**src/rtl/rr_encoder4x2.sv**
```systemverilog
// rr_encoder4x2
// Edge-capturing 4-to-2 encoder with round-robin arbitration and a
// valid/ack handshake toward the consumer.
//
// Each request line Di is sampled every cycle. A rising edge that is seen
// while en=1 sets pending[i]. Whenever the presenter is idle and something
// is pending, one pending index is picked round-robin. The picked index is
// presented on {A,B} with valid=1 and held until ack. Acceptance clears the
// pending bit and makes that index the lowest priority for the next pick.
//
// Ports
//   clk      in   1  rising-edge clock
//   rst      in   1  asynchronous active-high reset
//   D0..D3   in   1  request lines (level, sampled on clk)
//   en       in   1  capture enable for new request edges
//   ack      in   1  consumer accepts the presented code
//   A        out  1  code MSB
//   B        out  1  code LSB ({A,B} = index of the presented request)
//   valid    out  1  {A,B} holds a code awaiting ack
//   pending  out  4  captured, not-yet-accepted requests (bit i = Di)

module rr_encoder4x2 (
    input  logic       clk,
    input  logic       rst,
    input  logic       D0,
    input  logic       D1,
    input  logic       D2,
    input  logic       D3,
    input  logic       en,
    input  logic       ack,
    output logic       A,
    output logic       B,
    output logic       valid,
    output logic [3:0] pending
);

    typedef enum logic {
        IDLE = 1'b0,
        SHOW = 1'b1
    } state_t;

    state_t     state_r;
    logic [3:0] prev_r;
    logic [3:0] pending_r;
    logic [1:0] code_r;
    logic [1:0] last_r;
    logic       valid_r;

    logic [3:0] req_s;
    logic [3:0] rise_s;
    logic [3:0] clr_s;
    logic [3:0] pending_nxt_s;
    logic [1:0] grant_s;

    // Round-robin pick: search last+1, last+2, last+3, then last itself.
    // When nothing is requested the result is don't-care (callers only use
    // it with a non-zero request vector).
    function automatic logic [1:0] rr_pick(input logic [3:0] req,
                                           input logic [1:0] last);
        logic [1:0] pick;
        logic [1:0] idx;
        logic       found;
        pick  = last;
        found = 1'b0;
        for (int i = 1; i <= 4; i++) begin
            idx = last + 2'(i);
            if (!found && req[idx]) begin
                pick  = idx;
                found = 1'b1;
            end else begin
                found = found;
            end
        end
        return pick;
    endfunction

    // Edge detection, acceptance clear and next pending vector.
    always_comb begin
        req_s  = {D3, D2, D1, D0};
        clr_s  = 4'b0000;
        if (en) begin
            rise_s = req_s & ~prev_r;
        end else begin
            rise_s = 4'b0000;
        end
        if ((state_r == SHOW) && ack) begin
            clr_s[code_r] = 1'b1;
        end else begin
            clr_s = 4'b0000;
        end
        // A new edge on the bit being accepted wins over the clear.
        pending_nxt_s = (pending_r & ~clr_s) | rise_s;
        grant_s       = rr_pick(pending_r, last_r);
    end

    // Request capture, arbitration FSM and registered outputs.
    always_ff @(posedge clk or posedge rst) begin
        if (rst) begin
            prev_r    <= 4'b0000;
            pending_r <= 4'b0000;
            code_r    <= 2'd0;
            last_r    <= 2'd3;   // D0 gets first priority after reset
            valid_r   <= 1'b0;
            state_r   <= IDLE;
        end else begin
            prev_r    <= req_s;
            pending_r <= pending_nxt_s;
            case (state_r)
                IDLE: begin
                    if (pending_r != 4'b0000) begin
                        code_r  <= grant_s;
                        valid_r <= 1'b1;
                        state_r <= SHOW;
                    end else begin
                        valid_r <= 1'b0;
                    end
                end
                SHOW: begin
                    if (ack) begin
                        last_r  <= code_r;
                        valid_r <= 1'b0;
                        state_r <= IDLE;
                    end else begin
                        valid_r <= 1'b1;
                    end
                end
                default: begin
                    valid_r <= 1'b0;
                    state_r <= IDLE;
                end
            endcase
        end
    end

    assign A       = code_r[1];
    assign B       = code_r[0];
    assign valid   = valid_r;
    assign pending = pending_r;

endmodule

```
**config.mk**
```make
export PLATFORM = sky130hd
export DESIGN_NAME = rr_encoder4x2
export DESIGN_NICKNAME = d
export VERILOG_FILES = /design/src/rtl/rr_encoder4x2.sv
export SDC_FILE = /design/constraint.sdc
export NUM_CORES = 1
export LEC_CHECK = 0
export BUFFER_PORTS_ARGS = -buffer_cell sky130_fd_sc_hd__buf_2
export CAP_MARGIN = 5
export CORE_MARGIN = 2
export CORE_UTILIZATION = 30
export CTS_BUF_LIST = sky130_fd_sc_hd__clkbuf_2
export CTS_CLUSTER_SIZE = 14
export DETAILED_ROUTE_END_ITERATION = 7
export GPL_TIMING_DRIVEN = 0
export PLACE_DENSITY_LB_ADDON = 0.08
export SLEW_MARGIN = 10
export SYNTH_ARGS = -nofsm -noshare
export SYNTH_HDL_FRONTEND = slang
export SYNTH_SLANG_ARGS = --single-unit
```
**constraint.sdc**
```tcl
create_clock -name clk -period 1.1 [get_ports clk]
set_input_delay 0.11 -clock clk [delete_from_list [all_inputs] [get_ports clk]]
set_output_delay 0.11 -clock clk [all_outputs]
set_load 0.01 [all_outputs]
```
# --- Word level (Yosys, flattened, before mapping) ---
# Cells that the tools add are included.
word_totals:
  reg_bits: 13
  output_inout_bits: 7
classes:
  n_bitwise: 6
  n_mux: 22
  add_sub_neg: 3
  n_lt_le_gt_ge: 6
  n_reduce_logical: 11
ops:
  columns: ["op", "count"]
  rows:
  - ["2-bit by 3-bit < comparator with 1-bit output, second input constant", 5]
  - ["1-bit two-way mux", 10]
  - ["4-bit bitwise AND", 2]
  - ["1-bit binary-select mux with 2-bit select", 4]
  - ["2-bit two-way mux", 4]
  - ["4-bit two-way mux", 2]
  - ["4-bit inverter", 2]
  - ["1-bit logical AND", 5]
  - ["2-bit adder, second input constant", 2]
  - ["4-bit bitwise OR", 1]
  - ["2-bit AND reduction", 2]
  - ["4-bit nonzero test", 1]
  - ["1-bit zero test", 3]
  - ["2-bit by 1-bit adder with 2-bit output, second input constant", 1]
  - ["1-bit demux with 2-bit select", 1]
  - ["2-bit by 1-bit >= comparator with 1-bit output, second input constant", 1]
  - ["1-bit case mux with 2 select lines", 1]
  - ["1-bit inverter", 1]

# --- Longest topological paths before layout ---
# Gate-level depths: netlist of the first run.
logic_depth:
  ltp_word: 13
  depth_mapped: 5

# --- Worst setup path before layout of the first run ---
# Ideal clock, no wire load.
synth_timing:
  path_kind: "flip-flop to flip-flop"
  startpoint: "register pending_r[0], in the netlist pending[0]"
  endpoint: "register code_r[1]"
  stages_incl_launch_ff: 6
  t_arrival_ns: 1.218
  path_buffers: 1
  slack_ns: -0.238
  path_cell_list: "dfrtp_1 -> buf_6 -> or3_1 -> a21oi_1 -> o21bai_1 -> a31o_1"
synth_between:
  elab_chain_cells: 12
  word_cells_on_any_way: 23
synth_rtl:
  columns: ["element", "line_no", "text"]
  rows:
  - ["start, declared", "44", "logic [3:0] pending_r;"]
  - ["start signal, assigned", "107", "pending_r <= pending_nxt_s;"]
  - ["1-bit binary-select mux with 2-bit select", "67", "if (!found && req[idx]) begin"]
  - ["1-bit two-way mux (implied by the code)", "67", null]
  - ["1-bit two-way mux", "67", null]
  - ["1-bit zero test", "67", null]
  - ["1-bit logical AND", "67", null]
  - ["1-bit two-way mux", "67", null]
  - ["1-bit zero test", "67", null]
  - ["1-bit logical AND", "67", null]
  - ["1-bit two-way mux", "67", null]
  - ["1-bit zero test", "67", null]
  - ["1-bit logical AND", "67", null]
  - ["2-bit two-way mux", "67", null]
  - ["end signal, assigned", "111", "code_r <= grant_s;"]
  - ["end, declared", "45", "logic [1:0] code_r;"]
# Several ways; a longest one is shown, not always the timed one. The select of a mux whose other input is x is not followed.
# A chain may end at the register's enable or synchronous reset.

# --- Final worst setup path of the first run ---
# Ends and elaborated chain as after synthesis.

==> metrics, run 1 <==
Crit path depth=5; 1st-pass router iterations=4; CTS buffer count=3; CP Data Arrival Time=1.51 ns; Synth top area share=45.9%; WL/cell=12.0 um; hold path depth=2; worst reg2reg path depth=5; Inst Count DP=99; HP Class=input port to flop; Mapped Avg Cell Area=10.3 sq um; DRC Markers=0; DRT Wirelength=1330 um; worst setup path category=flop to flop; Mapped Nets=66; final worst-path cycle share=121%; IO Port Bufs=14; Clock Pin Slew Worst Setup and Hold Paths=0.14 ns; largest net degree at the start of global routing=14; CTS max path bufs=2; Worst setup SP type=flop; most common cell after layout, fill and taps aside=buf_2; antenna violations before repair=0; post-synthesis sequential area ratio=54.7%; CTS tree=done; Initial DRC Count=9; GP Congestion=0.688; area grow syn2layout=37.6%; skew final=0.0111 ns; Clock Sinks=13; hold_ws=0.0586 ns; PD cells=2540 nW/um^2; CP Data Required Time=1.27 ns; GRT overflow=0; DIE WIDTH=48.7 um; CP Capture Type=flop; IO Pins=15; reg2reg start=pending[0]; Final Util=42.9%; Core Region=1920 sq um; number of global-route vias before repair=501; synth top area cells=dfrtp_1 (46%), dfstp_2 (8.8%), nand2_1 (5.0%), a21oi_1 (3.3%), o21ai_0 (3.3%); Slew headroom=66.2%; Clock Tree Root=clkbuf_2; # fillers=202; Hold Fails Final Rpt=0; yosys warns=0; Final setup viols=2; RSZ-0062 raised after global routing=yes; via count=511; H-tree levels=1; via density per instance=4.60; Synth area leader=dfrtp_1; most frequent cells in the layout=buf_2 (13), dfrtp_1 (10), nand2_1 (8); peak supply drop=1.00 mV; Worst-Skew Late Latency=0.27 ns; Leak=0.000371 uW; Antenna diodes=0; worst slew pin tran=0.506 ns; MaxCap Viol Count=0; violated checks=setup timing; total power=2100 uW; post-synth design cell area=599 sq um; total track usage=12.1%; Post-DRT Antenna Nets=0; dpl hpwl=935 um; f_max=0.750 GHz; Buf/Inv on CP=1; Reg area=329 sq um; Synth Register Bits=13; first-pass GRT wire length=2210 um; Syn Inst Count=58; DIE HEIGHT=48.7 um; Critical Path Fanout Max=9; status=finished with violations; Hold Crit Start=ack; Unique masters post-synth=26; post-route minimum period=1.33 ns; Initial Utilization=31.2%; share of layout cells above drive strength 1=35.7%; Final #Nets=93; CP Cell Sequence=buf_6 -> or3_1 -> a21oi_2 -> o21bai_1 -> a31o_1; # rows=16; fin. max-slew vios=0; CP max stage cell=dfrtp_1; full die area=2370 sq um; family with the most delay on the worst path=flip-flops; area used by multi-input combinational logic=267 sq um; CP peak stage delay=0.40 ns; CP startpoint=pending[0]; fin cells=111; PnR worst setup slack=-0.233 ns; pre-CTS setup slack=-0.296 ns
-- worst reg2reg max path: cells and delay by family, from the launching register on --
family,cells,cell delay (ns)
AOI/OAI and AO/OA,3,0.39
buffers and inverters,1,0.14
DFF,1,0.40
and+or+nand+nor,1,0.32
-- final timing paths --
path / end / slack (ns)
hold / removal: valid / 0.06
min in group asynchronous: code_r[0] / 0.39
setup reg to reg: code_r[1] / -0.23
hold reg to reg: pending[2] / 0.44
max in group asynchronous: pending[1] / 0.33
setup / recovery: code_r[1] / -0.23
-- routing by layer --
layer | track usage [%] | wire length [um] | vias up | share of wire [%]
met3 | 2.16 | 47 | 2 | 3.5
met1 | 15.0 | 643 | 237 | 48
li1 | - | - | 260 | -
met2 | 20.3 | 628 | 12 | 47
met5 | 0 | 0 | - | 0
met4 | 5.71 | 13 | 0 | 0.98
-- through the flow --
| stage | area, sq um | TNS (ns) |
|---|---|---|
| global placement | 703 | -0.557 |
| CTS | 815 | -0.401 |
| floorplan | 599 | -0.376 |
| detailed placement | 703 | -0.579 |
| finish | 825 | -0.353 |
| global route | 825 | -0.677 |
-- cells by family after synthesis --
family | Yosys count | synth area share (%)
mux | 2 | 3.55
compound gates | 15 | 16.1
simple gates | 24 | 21.9
buf+inv | 4 | 3.76
flops | 13 | 54.7
-- final cells by class --
cell class / count / share of cell area [%]
timing repair buffer: 22 / 18.5
buffer: 1 / 1.37
inverter: 3 / 1.37
multi-input combinational: 41 / 32.3
clock buffer: 4 / 2.43
tap: 27 / 4.10
sequential: 13 / 39.9
-- power breakdown --
part           total, uW  internal, uW  switching, uW
combinational        952           515            436
sequential           892           660            231
clock                252          96.5            156
total               2100          1270            823
-- sequential cells by signal, summed over array words and instances, names as in the netlist --
register	flops
last_r	2
code_r	2
valid	1
prev_r	4
pending	4
-- Yosys cell counts --
library cell	number
a211oi_1	1
a21oi_1	4
a221oi_1	1
a31o_1	1
a32o_1	1
buf_6	1
dfrtp_1	11
dfstp_2	2
inv_1	3
mux2_1	1
mux2i_1	1
nand2_1	8
nand2b_1	1
nand2b_2	1
nand3_1	1
nand3b_1	2
nand4_1	1
nor2_1	4
nor2b_1	3
nor3b_1	1
nor4_2	1
o21ai_0	4
o21bai_1	1
o22ai_1	1
o31ai_1	1
or3_1	1
-- timing repair --
| action | in CTS | in global routing |
|---|---|---|
| buffers inserted | 3 | 0 |
| hold buffers | 5 | 0 |
| endpoints found under the setup margin | 2 | 8 |
| resized for setup | 5 | 2 |
| cloned | 0 | 0 |
| endpoints found under the hold margin | 15 | 0 |
| pin swaps | 2 | 0 |
Note: power is estimated with default switching activity, not from simulation.
==> inputs of run 2 (changes only) <==
- GPL_TIMING_DRIVEN: 0 -> 1
==> metrics, run 2 (synthesized netlist as in run 1, its figures left out) <==
status=finished with violations; violated checks=setup timing; worst setup path category=flop to flop; Initial DRC Count=6; Worst-Skew Late Latency=0.27 ns; Leak=0.000421 uW; Reg2Reg Setup Slack=-0.17 ns; post-route minimum period=1.27 ns; Final setup viols=4; HP Class=input port to flop; DP Area=759 sq um; Post-DRT Antenna Nets=0; share of layout cells above drive strength 1=45.7%; reg2reg start=pending[1]; CP peak stage delay=0.44 ns; Core Region=1920 sq um; DR top layer=met4; IO Pins=15; Hold Fails Final Rpt=0; CP Data Arrival Time=1.45 ns; CP Cell Sequence=or3_1 -> a21oi_2 -> o21bai_1 -> a31o_1; pre-CTS setup slack=-0.226 ns; Clock Pin Slew Worst Setup and Hold Paths=0.13 ns; H-tree levels=1; Final Util=48.2%; Slew headroom=67.4%; fin area=927 sq um; first-pass GRT wire length=2530 um; GP Congestion=0.762; largest net degree at the start of global routing=14; WL met3=38 um; WL/cell=12.0 um; hold_ws=0.0439 ns; most frequent cells in the layout=buf_2 (11), dfrtp_1 (9), nand2_1 (8), buf_4 (8), buf_6 (7); worst reg2reg path depth=4; PD cells=2640 nW/um^2; hold path depth=2; met1 wire length=646 um; CP Data Required Time=1.28 ns; peak supply drop=1.09 mV; DIE WIDTH=48.7 um; most common cell after layout, fill and taps aside=buf_2; DR WL met2=722 um; family with the most delay on the worst path=flip-flops; IO Port Bufs=14; CP Capture Type=flop; Critical R2R Capture=code_r[1]; f_max=0.788 GHz; area grow syn2layout=54.7%; fin. max-slew vios=0; Antenna diodes=0; Worst Hold End=valid; 1st-pass router iterations=4; DRT Wirelength=1430 um; via count=553; CTS tree=done; dpl hpwl=1000 um; GRT overflow=0; Initial Utilization=31.2%; antenna violations before repair=0; skew final=0.00696 ns; number of global-route vias before repair=587; Buf/Inv on CP=0; RSZ-0062 raised after global routing=yes; final worst-path cycle share=115%; total power=2440 uW; full die area=2370 sq um; # rows=16; CTS max path bufs=2; DRC Markers=0; Final #Nets=101; CP max stage cell=dfrtp_1; via density per instance=4.65; worst slew pin tran=0.489 ns; CTS buffer count=3; total track usage=14.0%; Clock Sinks=13; Worst setup SP type=flop; Critical Path Fanout Max=3; PnR worst setup slack=-0.169 ns; Hold Crit Start=ack; Clock Tree Root=clkbuf_2; MaxCap Viol Count=0; DIE HEIGHT=48.7 um
## run 2: cell count changes in the layout (fill, tap and decap cells not counted), sizes merged
cell  change
buf       +8
## run 2: area by class of cell
| class | instances | area (sq um) |
|---|---|---|
| fill | 200 | 995 |
| sequential | 13 | 330 |
| multi-input combinational | 41 | 288 |
| timing repair buffer | 31 | 244 |
| tap | 27 | 33.8 |
| clock buffer | 4 | 20.0 |
| inverter | 3 | 11.3 |
## run 2: how the worst max path moves through the flow
stage          depth (start not counted)  slack, ns       start   endpoint
5_1_grt                                4      -0.23  pending[1]  code_r[1]
3_5_place_dp                           4      -0.23   last_r[0]  code_r[0]
4_1_cts                                4      -0.16   last_r[0]  code_r[1]
6_report                               4      -0.17  pending[1]  code_r[1]
2_1_floorplan                          5      -0.23  pending[0]  code_r[1]
3_3_place_gp                           4      -0.24   last_r[0]  code_r[0]
## run 2: stage by stage
step | instances | setup TNS [ns]
after floorplan | 58 | -0.376
after global placement | 107 | -0.447
after detailed placement | 107 | -0.446
after CTS | 117 | -0.329
after global routing | 119 | -0.685
final | 119 | -0.420
## run 2: worst reg2reg max path, cell delays in order (launching register included)
cell and delay (ns):
dfrtp_1 0.44, or3_1 0.38, a21oi_2 0.12, o21bai_1 0.07, a31o_1 0.17
## run 2: where the power goes
| group | switching, uW | leakage [uW] | total, uW | internal (uW) |
|---|---|---|---|---|
| clock network | 155 | 0.0000166 | 252 | 96.4 |
| registers | 260 | 0.000144 | 923 | 663 |
| logic | 523 | 0.000261 | 1270 | 747 |
| total | 938 | 0.000421 | 2440 | 1510 |
## run 2: timing repair
| action | 4_1_cts | 5_1_grt |
|---|---|---|
| endpoints found under the setup margin | 5 | 8 |
| buffers inserted | 1 | 3 |
| hold buffers | 5 | 0 |
| gates resized for setup | 14 | 3 |
| pin swaps | 5 | 1 |
| hold endpoints to repair | 15 | 0 |
## run 2: metal layers
| metal | vias up | GRT usage, % |
|---|---|---|
| met5 | - | 0 |
| li1 | 274 | - |
| met3 | 4 | 1.85 |
| met1 | 265 | 17.2 |
| met4 | 0 | 8.57 |
| met2 | 10 | 23.3 |
==> inputs of run 3 (changes only) <==
- CORE_MARGIN: 2 -> 5
- CTS_CLUSTER_DIAMETER: unset -> 60
==> metrics, run 3 (synthesized netlist as in run 1, its figures left out) <==
final worst-path cycle share=116%; DRT Wirelength=1520 um; via density per instance=4.60; via count=547; Pint=1440 uW; fin. max-slew vios=0; CP peak stage delay=0.63 ns; DRC Markers=0; CP max stage cell=dfstp_2; DIE WIDTH=54.7 um; IO Port Bufs=14; Post-DRT Antenna Nets=0; DIE HEIGHT=54.7 um; Core Region=1940 sq um; GRT overflow=0; share of layout cells above drive strength 1=44.6%; Worst-Skew Late Latency=0.28 ns; RSZ-0062 raised after global routing=yes; antenna violations before repair=0; first-pass GRT wire length=2660 um; hold_ws=0.0416 ns; Hold Fails Final Rpt=0; HP Class=input port to flop; MaxCap Viol Count=0; full die area=2990 sq um; setup TNS=-0.385 ns; # rows=16; violated checks=setup timing; worst slew pin tran=0.509 ns; Net Sw Frac=39.3%; Clock Sinks=13; combinational fraction of design power=51.7%; CTS max path bufs=2; post-route minimum period=1.27 ns; fin area=911 sq um; CP Capture Type=flop; status=finished with violations; Worst setup SP type=flop; hold path depth=2; clock group share of total power=10.5%; Slew headroom=66.0%; Leak=0.000419 uW; 1st-pass router iterations=4; f_max=0.786 GHz; DP Area=767 sq um; Reg power frac=37.8%; IO Pins=15; H-tree levels=1; Clock Pin Slew Worst Setup and Hold Paths=0.14 ns; most common cell after layout, fill and taps aside=buf_2; Initial Utilization=30.9%; PD cells=2610 nW/um^2; Crit path depth=5; Final #Nets=101; dpl hpwl=1080 um; number of global-route vias before repair=584; Final setup viols=4; CP Data Arrival Time=1.44 ns; area grow syn2layout=52.0%; WL/cell=12.8 um; skew final=0.00718 ns; CP Data Required Time=1.27 ns; Clock Tree Root=clkbuf_2; worst setup path category=flop to flop; Antenna diodes=0; Buf/Inv on CP=1; peak supply drop=1.18 mV; P_sw=935 uW; most frequent cells in the layout=buf_2 (12), dfrtp_1 (10), buf_4 (9); GP Congestion=0.798; family with the most delay on the worst path=flip-flops; # fillers=214; worst reg2reg path depth=5; largest net degree at the start of global routing=14; CTS tree=done; PnR worst setup slack=-0.173 ns; Final Util=46.9%; CTS buffer count=3; Initial DRC Count=2; Critical Path Fanout Max=5; CP Cell Sequence=buf_6 -> nand2b_4 -> a21oi_2 -> a221oi_2 -> a21oi_1; total track usage=12.8%
run 3: layer usage:
layer / vias up / wire (um) / part of all wire, % / track usage (%)
met4: 0 / 12 / 0.79 / 7.47
met2: 13 / 792 / 52 / 20.1
li1: 272 / - / - / -
met1: 260 / 655 / 43 / 16.7
met5: - / 0 / 0 / 0
met3: 2 / 63 / 4.1 / 1.63
run 3: final cells by class:
cell class,instances,area (sq um),area share (%)
repair buffers,31,234,25.7
inverters,3,11.3,1.24
well taps,27,33.8,3.71
flip-flops and latches,13,329,36.1
multi-input cells,41,283,31.0
clock inverters,1,5.00,0.549
clock buffers,3,15.0,1.65
run 3: worst reg2reg max path: stages, from the launching register on:
cell and delay (ns):
dfstp_2 0.63, buf_6 0.12, nand2b_4 0.11, a21oi_2 0.06
a221oi_2 0.17, a21oi_1 0.09
run 3: what timing repair did:
action                                  in CTS  in global routing
pin swaps                                    5                  1
hold buffers                                 5                  0
endpoints found under the setup margin       5                 10
resized for setup                           10                  3
hold endpoints to repair                    15                  0
buffers inserted                             2                  0
run 3: final timing paths:
check,start,slack [ns],to
setup / recovery,last_r[1],-0.17,code_r[0]
hold / removal,ack,0.04,valid
setup reg to reg,last_r[1],-0.17,code_r[0]
min in group asynchronous,rst,0.38,prev_r[0]
hold reg to reg,prev_r[2],0.44,pending[2]
max in group asynchronous,rst,0.36,pending[0]
run 3: through the flow:
| stage | setup WS [ns] | std cells | total power [uW] |
|---|---|---|---|
| after floorplan | -0.230 | 58 | 1370 |
| after CTS | -0.182 | 119 | 2350 |
| after global routing | -0.234 | 119 | 2590 |
| after detailed placement | -0.214 | 108 | 1840 |
| after global placement | -0.202 | 108 | 1840 |
| final | -0.173 | 119 | 2380 |
run 3: power by group through the flow:
| stage | logic (uW) | clock network, uW | registers, uW |
|---|---|---|---|
| global placement | 965 | 0 | 871 |
| CTS | 1190 | 269 | 891 |
| finish | 1230 | 251 | 898 |
| detailed placement | 962 | 0 | 874 |
| floorplan | 465 | 0 | 908 |
| global route | 1350 | 297 | 940 |
